## config.mk

```make
export PLATFORM = sky130hd
export DESIGN_NAME = seg7_pair_decoder
export DESIGN_NICKNAME = d
export VERILOG_FILES = /design/src/rtl/seg7_pair_decoder.sv
export SDC_FILE = /design/constraint.sdc
export NUM_CORES = 1
export LEC_CHECK = 0
export CAP_MARGIN = 20
export CORE_MARGIN = 2
export CORE_UTILIZATION = 45
export CTS_CLUSTER_SIZE = 10
export DETAILED_ROUTE_END_ITERATION = 10
export PLACE_DENSITY = 0.63
export SYNTH_ARGS = -nofsm -noshare
export SYNTH_HDL_FRONTEND = slang
export SYNTH_SLANG_ARGS = --single-unit
export TNS_END_PERCENT = 1
```

## constraint.sdc

```tcl
create_clock -name clk -period 3.34 [get_ports clk]
set_clock_uncertainty 0.1 [all_clocks]
set_input_delay 0.334 -clock clk [delete_from_list [all_inputs] [get_ports clk]]
set_output_delay 0.334 -clock clk [all_outputs]
set_load 0.005 [all_outputs]
```

## src/rtl/seg7_pair_decoder.sv

```systemverilog
// Decodes a pair of active-low 7-segment buses into committed digit values once the pattern is stable.
// Build option: define HEX_LETTERS_EN to accept A,b,C,d,E,F as legal digits 10..15.
module seg7_pair_decoder #(
  parameter int STABLE_CYCLES = 4,
  parameter int CNT_W         = 8
) (
  input  logic             clk,
  input  logic             rst,
  input  logic [6:0]       seg_hi,
  input  logic [6:0]       seg_lo,
  output logic [7:0]       value,
  output logic             valid,
  output logic             blank_hi,
  output logic             blank_lo,
  output logic             err_hi,
  output logic             err_lo,
  output logic             update,
  output logic [CNT_W-1:0] change_count
);

  localparam int CW = (STABLE_CYCLES > 1) ? $clog2(STABLE_CYCLES) : 1;
  localparam logic [CW-1:0] CNT_LAST = CW'(STABLE_CYCLES - 1);

  typedef enum logic [1:0] {WAIT, COUNT, SETTLED} state_t;

  state_t        state, state_nx;
  logic [CW-1:0] cnt, cnt_nx;
  logic [13:0]   sync_p0, sync_p1, prev_p2, last;
  logic          changed, commit;
  logic [5:0]    dec_hi, dec_lo;

  // Result packing: {err, blank, nibble}
  function automatic logic [5:0] decode(input logic [6:0] s);
    case (s)
      7'b1000000: decode = {2'b00, 4'h0};
      7'b1111001: decode = {2'b00, 4'h1};
      7'b0100100: decode = {2'b00, 4'h2};
      7'b0110000: decode = {2'b00, 4'h3};
      7'b0011001: decode = {2'b00, 4'h4};
      7'b0010010: decode = {2'b00, 4'h5};
      7'b0000010: decode = {2'b00, 4'h6};
      7'b1111000: decode = {2'b00, 4'h7};
      7'b0000000: decode = {2'b00, 4'h8};
      7'b0010000: decode = {2'b00, 4'h9};
`ifdef HEX_LETTERS_EN
      7'b0001000: decode = {2'b00, 4'hA};
      7'b0000011: decode = {2'b00, 4'hB};
      7'b1000110: decode = {2'b00, 4'hC};
      7'b0100001: decode = {2'b00, 4'hD};
      7'b0000110: decode = {2'b00, 4'hE};
      7'b0001110: decode = {2'b00, 4'hF};
`endif
      7'b1111111: decode = {2'b01, 4'h0};
      default:    decode = {2'b10, 4'h0};
    endcase
  endfunction

  // Stage p0/p1: two-flop synchroniser; p2: previous synchronised pair for change detection
  always_ff @(posedge clk or posedge rst) begin
    if (rst) begin
      sync_p0 <= 14'h3FFF;
      sync_p1 <= 14'h3FFF;
      prev_p2 <= 14'h3FFF;
    end else begin
      sync_p0 <= {seg_hi, seg_lo};
      sync_p1 <= sync_p0;
      prev_p2 <= sync_p1;
    end
  end

  assign changed = (sync_p1 != prev_p2);
  assign dec_hi  = decode(sync_p1[13:7]);
  assign dec_lo  = decode(sync_p1[6:0]);

  always_ff @(posedge clk or posedge rst) begin
    if (rst) begin
      state <= WAIT;
      cnt   <= '0;
    end else begin
      state <= state_nx;
      cnt   <= cnt_nx;
    end
  end

  always_comb begin
    state_nx = state;
    cnt_nx   = cnt;
    commit   = 1'b0;
    case (state)
      WAIT: begin
        cnt_nx = '0;
        if (!changed) state_nx = COUNT;
      end
      COUNT: begin
        if (changed) begin
          state_nx = WAIT;
          cnt_nx   = '0;
        end else if (cnt == CNT_LAST) begin
          state_nx = SETTLED;
          cnt_nx   = '0;
          commit   = (sync_p1 != last);
        end else begin
          cnt_nx = cnt + 1'b1;
        end
      end
      SETTLED: begin
        if (changed) state_nx = WAIT;
      end
      default: state_nx = WAIT;
    endcase
  end

  // Commit stage: outputs only move when a new stable pair differs from the last one
  always_ff @(posedge clk or posedge rst) begin
    if (rst) begin
      last         <= 14'h3FFF;
      value        <= '0;
      valid        <= 1'b0;
      blank_hi     <= 1'b0;
      blank_lo     <= 1'b0;
      err_hi       <= 1'b0;
      err_lo       <= 1'b0;
      update       <= 1'b0;
      change_count <= '0;
    end else begin
      update <= commit;
      if (commit) begin
        last         <= sync_p1;
        value        <= {dec_hi[3:0], dec_lo[3:0]};
        blank_hi     <= dec_hi[4];
        blank_lo     <= dec_lo[4];
        err_hi       <= dec_hi[5];
        err_lo       <= dec_lo[5];
        valid        <= ~(dec_hi[5] | dec_hi[4] | dec_lo[5] | dec_lo[4]);
        change_count <= change_count + 1'b1;
      end
    end
  end

endmodule
```

==> flow_metrics.env <==
export IMPL_finalSetupTns_ps=0
export IMPL_worstSetupStartpointType="register"
export IMPL_critPathLaunch="sync_p1[3]"
export IMPL_ir_drop_v=0.000286
export IMPL_synth_seq_area_share=0.610
export IMPL_worst_pin_slew_ps=756
export IMPL_final_layout_size_suffix_gt1_frac=0.337
export IMPL_cts_max_level=3
export IMPL_synthCells=258
export IMPL_min_from="sync_p0[7]"
export IMPL_relSlewSlack=0.483
export IMPL_fillers=644
export IMPL_slowest_stage="dfstp_2"
export IMPL_grt_usage=0.148
export IMPL_hold_path_class="register to register"
export IMPL_vias=1993
export IMPL_synthesis_nets=276
export IMPL_numCtsBuffers=9
export IMPL_clock_path_buffers=2
export IMPL_synthToLayoutAreaGrowth_pct=16.4
export IMPL_drv_cap=0
export IMPL_crit_arrival_ps=2730
export IMPL_grt_pass1_wl_mm=9.64
export IMPL_drt_first_pass_iters=5
export IMPL_numPortBuffers=37
export IMPL_yosysWarnings=0
export IMPL_worstPathMaxFanout=38
export IMPL_path_cells="xnor2_1, nand4_1, nor4_4, and3_4, mux2_2"
export IMPL_seq_area_um2=2120
export IMPL_fmax_mhz=384
export IMPL_die_area_um2=8450
export IMPL_syn_avg_cell_area_um2=13.5
export IMPL_wl_mm=5.45
export IMPL_routed_via_density=5.03
export IMPL_cts_tree="done"
export IMPL_grt_pass1_vias=1944
export IMPL_fin_crit_sh=0.779
export IMPL_r2r_start="sync_p1[3]"
export IMPL_synth_seq_cells=82
export IMPL_grt_setup_unrepaired="false"
export IMPL_outcome="finished, final reports clean"
export IMPL_clkTransAtPathRegs_ps=80
export IMPL_hpwlAfterDp_mm=3.68
export IMPL_die_h_um=91.9
export IMPL_worst_path_buf_inv=0
export IMPL_cts_hold_buf=0
export IMPL_nNetsFinal=307
export IMPL_drt_antenna_violating_nets=0
export IMPL_finalCriticalPeriod_ps=2600
export IMPL_wire_per_inst_um=13.8
export IMPL_n_antenna_cell=0
export IMPL_multi_input_area_um2=1190
export IMPL_first_iter_violations=197
export IMPL_critPathCaptureType="register"
export IMPL_final_util=0.532
export IMPL_finalHoldViolations=0
export IMPL_worstPathRequired_ps=3470
export IMPL_antenna_found_initial=0
export IMPL_rows=32
export IMPL_remaining_drc_errors=0
export IMPL_postCtsSetupRepairBufs=0
export IMPL_syn_cell_area_um2=3480
export IMPL_coreArea_um2=7610
export IMPL_clock_latency_ps=340
export IMPL_synth_cell_types=48
export IMPL_cts_sinks=82
export IMPL_io_pins=38
export IMPL_grt_max_degree=49
export IMPL_finalSetupViolCount=0
export IMPL_overflow=0
export IMPL_path_class="register to register"
export IMPL_cpPeakStageDelay_ps=680
export IMPL_leakagePower_uw=0.00169
export IMPL_dieWidth_um=91.9
export IMPL_cts_resized=0
export IMPL_routabilityCongestion=0.839
export IMPL_floorplan_initialDensity=0.457
export IMPL_power_density_nw_per_um2=458
export IMPL_total_power_uw=1850
export IMPL_cts_root_buffer="clkbuf_8"
export IMPL_cp_top_family="simple AND/OR/NAND/NOR gates"
export IMPL_final_max_slew_viol_count=0
## cell usage after synthesis, drive strengths merged
cell     number  area [µm²]
o2111ai       1        8.76
xnor2        19         189
nor3          4        20.0
o41ai         1        8.76
and3          6        42.5
buf          15         136
ha            2        25.0
mux2i         2        20.0
nand2        11        43.8
nand4        11        75.1
dfstp        56        1470
nor2b         1        6.26
a311oi        1        8.76
a31oi         1        6.26
or4           2        15.0
xor2         17         149
a2111oi       1        8.76
and3b         1        8.76
nor4          5        46.3
o211ai        1        7.51
or3b          1        8.76
nand3b        2        15.0
a21oi         6        30.0
o311ai        1        8.76
a211o         1        8.76
and4          2        17.5
nor4b         2        17.5
mux2         19         214
and4b         2        20.0
clkbuf        3        11.3
o21a          5        37.5
dfrtp        26         651
o21ai         2        10.0
and2          1        6.26
or3           1        6.26
nor2         16        60.1
inv           4        15.0
nand3         6        42.5
## logic make-up after synthesis
group,after synthesis,share of synthesized area
flip-flops,82,0.610
AND/OR/NAND/NOR,74,0.130
XOR/XNOR,36,0.0972
buffers and inverters,22,0.0468
AO/OA/AOI/OAI,21,0.0414
multiplexers,21,0.0673
adder cells (fa/ha/maj),2,0.00720
## worst paths after layout
kind / to / slack, ps / depth (start not counted)
hold / removal: sync_p1[7] / 260 / 0
setup reg to reg: value[7] / 740 / 5
setup / recovery: value[7] / 740 / 5
max in group asynchronous: prev_p2[11] / 2080 / 3
hold reg to reg: sync_p1[7] / 260 / 0
min in group asynchronous: value[0] / 330 / 2
## per-layer routing
layer | global-route usage | share of wire | routed length (µm)
met2 | 0.212 | 0.45 | 2480
met4 | 0.0672 | 0.016 | 89
met3 | 0.0329 | 0.052 | 284
met1 | 0.214 | 0.48 | 2600
met5 | 0 | 0 | 0
## layout make-up
| cell class | count | share of cell area |
|---|---|---|
| multi-input combinational | 154 | 0.295 |
| clock buffer | 13 | 0.0445 |
| sequential | 82 | 0.524 |
| timing repair buffer | 38 | 0.0965 |
| tap | 102 | 0.0315 |
| clock inverter | 3 | 0.00464 |
| inverter | 4 | 0.00371 |
## state kept, by name, indices dropped and copies added (netlist names), 2 cells and up
register and count:
last 14, prev_p2 14, sync_p0 14, sync_p1 14
change_count 8, value 8, cnt 2, state 2
## cell usage in the layout (no fill, tap or decap), types with 2 or more instances in the layout
| master | instances |
|---|---|
| dfstp_2 | 56 |
| clkdlybuf4s50_1 | 37 |
| dfrtp_1 | 26 |
| mux2_2 | 18 |
| xor2_1 | 17 |
| nor2_1 | 16 |
| xnor2_1 | 16 |
| clkbuf_8 | 11 |
| nand2_1 | 10 |
| nand4_1 | 10 |
| a21oi_1 | 6 |
| and3_1 | 5 |
| nand3_1 | 5 |
| o21a_1 | 5 |
| nor4_1 | 4 |
| nor3_1 | 4 |
| xnor2_2 | 3 |
| inv_1 | 3 |
| and4b_1 | 2 |
| nor4b_1 | 2 |
| and4_1 | 2 |
| or4_1 | 2 |
| nand3b_1 | 2 |
| o21ai_0 | 2 |
| mux2i_1 | 2 |
| ha_1 | 2 |
## report_power, final
part	total, µW	switching, µW	internal, µW	leakage, µW
Sequential	1080	34.7	1040	0.000949
Clock	694	338	356	0.000101
Combinational	83.2	40.6	42.5	0.000642
## through the flow
stage               std cells  hold slack, ps  area, µm²  setup WS, ps
finish                    396             257       4050           737
CTS                       396             258       4050           699
detailed placement        380             247       3850           712
global placement          380             246       3850           777
floorplan                 258             238       3480           890
global route              396             260       4050           530
## worst register-to-register path, delay by kind of cell (launching register included)
family / cells / cell delay, ps
muxes: 1 / 430
xor gates and xnor gates: 1 / 160
DFF: 1 / 680
and+or+nand+nor: 3 / 1130
(Power assumes the default switching activity.)
==> patch 1 (same flow settings) <==
The parameter `CNT_W` goes from 8 to 10.
--- a/src/rtl/seg7_pair_decoder.sv
+++ b/src/rtl/seg7_pair_decoder.sv
@@ -2,7 +2,7 @@
 // Build option: define HEX_LETTERS_EN to accept A,b,C,d,E,F as legal digits 10..15.
 module seg7_pair_decoder #(
   parameter int STABLE_CYCLES = 4,
-  parameter int CNT_W         = 8
+  parameter int CNT_W         = 10
 ) (
   input  logic             clk,
   input  logic             rst,
Ports: changed (resized change_count); port bits go from 38 to 40. The function was not compared with the original's and may differ.
==> patch 1 against the unedited design <==
Area after synthesis up 2.5%. Setup slack got worse by 250 ps. Routed wire length grew 6.6%. Maximum frequency fell by 8.6%. Sequential cell count increased by 2. Total power is 1.2% lower. Highest routed layer unchanged. Final area increased by 3.5%. Hold slack improved by 0.54 ps.
==> patch 1: results (changes against the unedited design) <==
DRT Pass-1 Iters: 4 (was 5)
Post-DP Area: 0.00401 sq mm (was 0.00385 sq mm)
Synth async-reset ratio: 100% (unchanged)
drt wl/cell: 13.7 um (was 13.8 um)
WL met2: 2.69 mm (was 2.48 mm)
distinct cell type count after synthesis: 42 (was 48)
Crit. Startpoint: sync_p1[13] (was sync_p1[3])
cell-internal power: 0.00138 W (was 0.00144 W)
fill cell count: 667 (was 644)
number of global-route vias before repair: 2009 (was 1944)
DPL Wire Length: 3.94 mm (was 3.68 mm)
Post-CTS Setup Inserts: 0 (unchanged)
r2r setup slk: 490 ps (was 740 ps)
nets: 334 (was 307)
via count: 2104 (was 1993)
worst hold slack: 258 ps (was 257 ps)
outcome: complete, no violations (unchanged)
Worst path slowest cell: or3_1 (was dfstp_2)
endpoint class of the critical path: flop (unchanged)
met1 usage: 21.1% (was 21.4%)
r2r endpoint: last[12] (was value[7])
register area share after synthesis: 60.9% (was 61.0%)
largest net degree at the start of global routing: 85 (was 49)
met3 usage in global routing: 2.98% (was 3.29%)
IO buf count: 39 (was 37)
CP max FO: 26 (was 38)
met3 routed wirelength: 179 um (was 284 um)
syn nets: 298 (was 276)
Pleak: 1.69 nW (about the same)
initial DRC count: 90 (was 197)
Met1 Routed Length: 2.86 mm (was 2.60 mm)
VDD IR-drop max: 0.237 mV (was 0.286 mV)
first-pass GRT wire length: 10.0 mm (was 9.64 mm)
critical path arrival: 3020 ps (was 2730 ps)
crit-path max cell delay: 790 ps (was 680 ps)
share of layout cells above drive strength 1: 31.8% (was 33.7%)
gpl congestion: 0.803 (was 0.839)
met2 usage: 22.3% (was 21.2%)
==> patch 1: changes by cell type after synthesis, moves of 4 or more <==
cell	change
and3_1	-4
buf_2	+5
buf_4	-5
mux2_2	-4
nand2_1	+19
nor3_1	+4
o21a_1	-4
o21ai_0	+8
==> patch 1: power by group through the flow <==
stage / logic [W] / registers (W) / clock network [W]
detailed placement: 0.0000994 / 0.00111 / 0
floorplan: 0.0000863 / 0.00109 / 0
CTS: 0.0000998 / 0.00110 / 0.000662
finish: 0.0000973 / 0.00110 / 0.000637
global route: 0.000110 / 0.00110 / 0.000700
global placement: 0.0000991 / 0.00111 / 0
==> patch 1: area by class of cell <==
type,count,area (sq um),area share (%)
flip-flops and latches,84,2170,51.9
clock buffers,9,124,2.96
well taps,102,128,3.05
inverters,3,12.5,0.299
repair buffers,43,433,10.3
multi-input cells,175,1270,30.3
clock inverters,7,50.0,1.20
==> patch 1: how the worst min path moves through the flow <==
stage / startpoint / end / cells past startpoint
after floorplan: seg_lo[0] / sync_p0[0] / 0
after global placement: sync_p0[12] / sync_p1[12] / 0
after detailed placement: sync_p0[1] / sync_p1[1] / 0
after CTS: sync_p0[10] / sync_p1[10] / 0
after global routing: sync_p0[10] / sync_p1[10] / 0
final: sync_p0[3] / sync_p1[3] / 0
==> patch 1: per-stage QoR <==
stage,utilization [%],setup WS (ps),std cells
2_1_floorplan,-,834,280
3_3_place_gp,52.2,530,407
3_5_place_dp,52.2,476,407
4_1_cts,54.5,462,423
5_1_grt,54.5,237,423
6_report,54.5,490,423
==> patch 1: cell families after synthesis <==
kind of cell / share of synthesized area, %
flip-flops: 60.9
multiplexers: 5.69
AND/OR/NAND/NOR: 14.6
adder cells (fa/ha/maj): 0.702
AO/OA/AOI/OAI: 4.70
buffers and inverters: 3.62
XOR/XNOR: 9.79
==> patch 2 (config.mk and constraints unchanged) <==
Made on the original files. The output `update` loses its register stage (`update` becomes a continuous assignment).
--- a/src/rtl/seg7_pair_decoder.sv
+++ b/src/rtl/seg7_pair_decoder.sv
@@ -120,10 +120,8 @@
       blank_lo     <= 1'b0;
       err_hi       <= 1'b0;
       err_lo       <= 1'b0;
-      update       <= 1'b0;
       change_count <= '0;
     end else begin
-      update <= commit;
       if (commit) begin
         last         <= sync_p1;
         value        <= {dec_hi[3:0], dec_lo[3:0]};
@@ -137,4 +135,6 @@
     end
   end
 
+  assign update = commit;
+
 endmodule
Formal check against the unedited RTL: not equivalent (a bounded check fails within 10 cycles, from zero or initial values and one cycle with rst high).
==> patch 2 against the unedited design <==
Sequential cell count fell by 1. Final area about the same. Area after synthesis shrank 0.72%. Setup slack got worse by 420 ps. Total power up 3.5%. Maximum frequency shrank 14%. Routed wire length increased by 0.88%. Largest power group unchanged.
==> patch 2: results (changes against the unedited design) <==
Post-Synth Adder-Cell Area: 0.725% (was 0.720%)
Pleak: 1.69 nW (about the same)
clock buffer count from CTS: 9 (unchanged)
met3 usage in global routing: 2.99% (was 3.29%)
Reg clk slew, reported paths: 70 ps
Worst R2R Path Depth: 5 (unchanged)
Post-CTS Resized: 0 (unchanged)
Synth area leaders: dfstp_2 43%, dfrtp_1 18%, mux2_2 5.9%, xor2_1 4.3%, xnor2_1 4.1% (was dfstp_2 42%, dfrtp_1 19%, mux2_2 5.8%, xor2_1 4.3%, xnor2_1 4.0%)
xor/xnor cell area share of the yosys netlist: 9.79% (was 9.72%)
crit-path max cell delay: 670 ps
Synth async-reset ratio: 100% (unchanged)
Post-CTS Setup Inserts: 0 (unchanged)
met2 usage: 21.3% (was 21.2%)
max_slew headroom: 59.5% (was 48.3%)
critical path arrival: 2590 ps (was 2730 ps)
distinct cell type count after synthesis: 48 (unchanged)
first-pass GRT wire length: 9.58 mm (was 9.64 mm)
VDD IR-drop max: 0.215 mV (was 0.286 mV)
Hold Path Class: flop to flop (unchanged)
number of global-route vias before repair: 1961 (was 1944)
syn nets: 275 (was 276)
mux cell area share after synthesis: 6.78% (was 6.73%)
register area share after synthesis: 60.7% (was 61.0%)
DRT Pass-1 Iters: 4 (was 5)
sw frac: 20.4% (was 22.3%)
CP max FO: 13 (was 38)
largest net degree at the start of global routing: 82 (was 49)
share of layout cells above drive strength 1: 33.2% (was 33.7%)
total track usage: 14.7% (was 14.8%)
ant diodes: 0 (unchanged)
post-synthesis compound-gate area fraction: 4.17% (was 4.14%)
outcome: complete, no violations (unchanged)
via count: 1960 (was 1993)
CTS H-tree lvls: 3 (unchanged)
Ys Warns: 0 (unchanged)
Worst path slowest cell: dfstp_2 (unchanged)
fill cell count: 611 (was 644)
nets: 306 (was 307)
clock root buffer: clkbuf_8 (unchanged)
IO buf count: 37 (unchanged)
clk buf depth: 2 (unchanged)
DPL Wire Length: 3.69 mm (was 3.68 mm)
Post-Route WL: 5.50 mm (was 5.45 mm)
gpl congestion: 0.797 (was 0.839)
Place WS: 680 ps (was 712 ps)
Synth top cells by count: 56 x dfstp_2, 25 x dfrtp_1, 18 x mux2_2 (was 56 x dfstp_2, 26 x dfrtp_1, 18 x mux2_2)
Clk Latency, worst-skew pair: 340 ps (about the same)
initial DRC count: 194 (was 197)
met1 usage: 20.7% (was 21.4%)
-- patch 2: final cells by class --
class	count	area (sq um)	area share, %
inverters	4	15.0	0.371
clock inverters	1	30.0	0.743
well taps	99	124	3.06
repair buffers	38	390	9.65
flip-flops and latches	81	2100	51.9
clock buffers	14	195	4.83
multi-input cells	154	1190	29.5
-- patch 2: power groups by stage --
stage	Combinational [W]	Sequential, W	Clock, W
final	0.0000841	0.00106	0.000770
after global routing	0.0000943	0.00107	0.000845
after CTS	0.0000869	0.00106	0.000798
after detailed placement	0.0000865	0.00108	0
after global placement	0.0000864	0.00108	0
after floorplan	0.0000763	0.00105	0
-- patch 2: critical path, delay by kind of cell, from the launching register on --
kind,cells,cell delay (ps)
simple gates,3,850
buf+inv,1,530
xor+xnor,1,190
flops,1,670
-- patch 2: logic make-up after synthesis --
logic type / Yosys count
xor gates and xnor gates: 36
and+or+nand+nor: 74
DFF: 81
muxes: 21
buffers and inverters: 22
AOI/OAI and AO/OA: 21
adders and majority gates: 2
-- patch 2: routing by layer --
layer / part of all wire (%) / vias up
met3: 3.2 / 10
met1: 48 / 950
met2: 46 / 47
li1: - / 953
met5: 0 / -
met4: 2.7 / 0
-- patch 2: final timing paths --
| kind | endpoint | from | slack [ps] |
|---|---|---|---|
| min in group asynchronous | value[1] | rst | 310 |
| hold reg to reg | sync_p1[9] | sync_p0[9] | 260 |
| setup reg to reg | value[7] | sync_p1[6] | 720 |
| setup / recovery | update | sync_p1[6] | 320 |
| max in group asynchronous | prev_p2[2] | rst | 2500 |
| hold / removal | sync_p1[9] | sync_p0[9] | 260 |
-- patch 2: stage by stage --
step	instance area, sq um	cells	hold WS (ps)	total power (W)	utilization (%)
2_1_floorplan	3450	257	238	0.00113	-
5_1_grt	4040	391	262	0.00201	55.2
4_1_cts	4040	391	258	0.00195	55.2
3_3_place_gp	3820	376	246	0.00116	52.1
3_5_place_dp	3820	376	247	0.00117	52.1
6_report	4040	391	257	0.00192	55.2
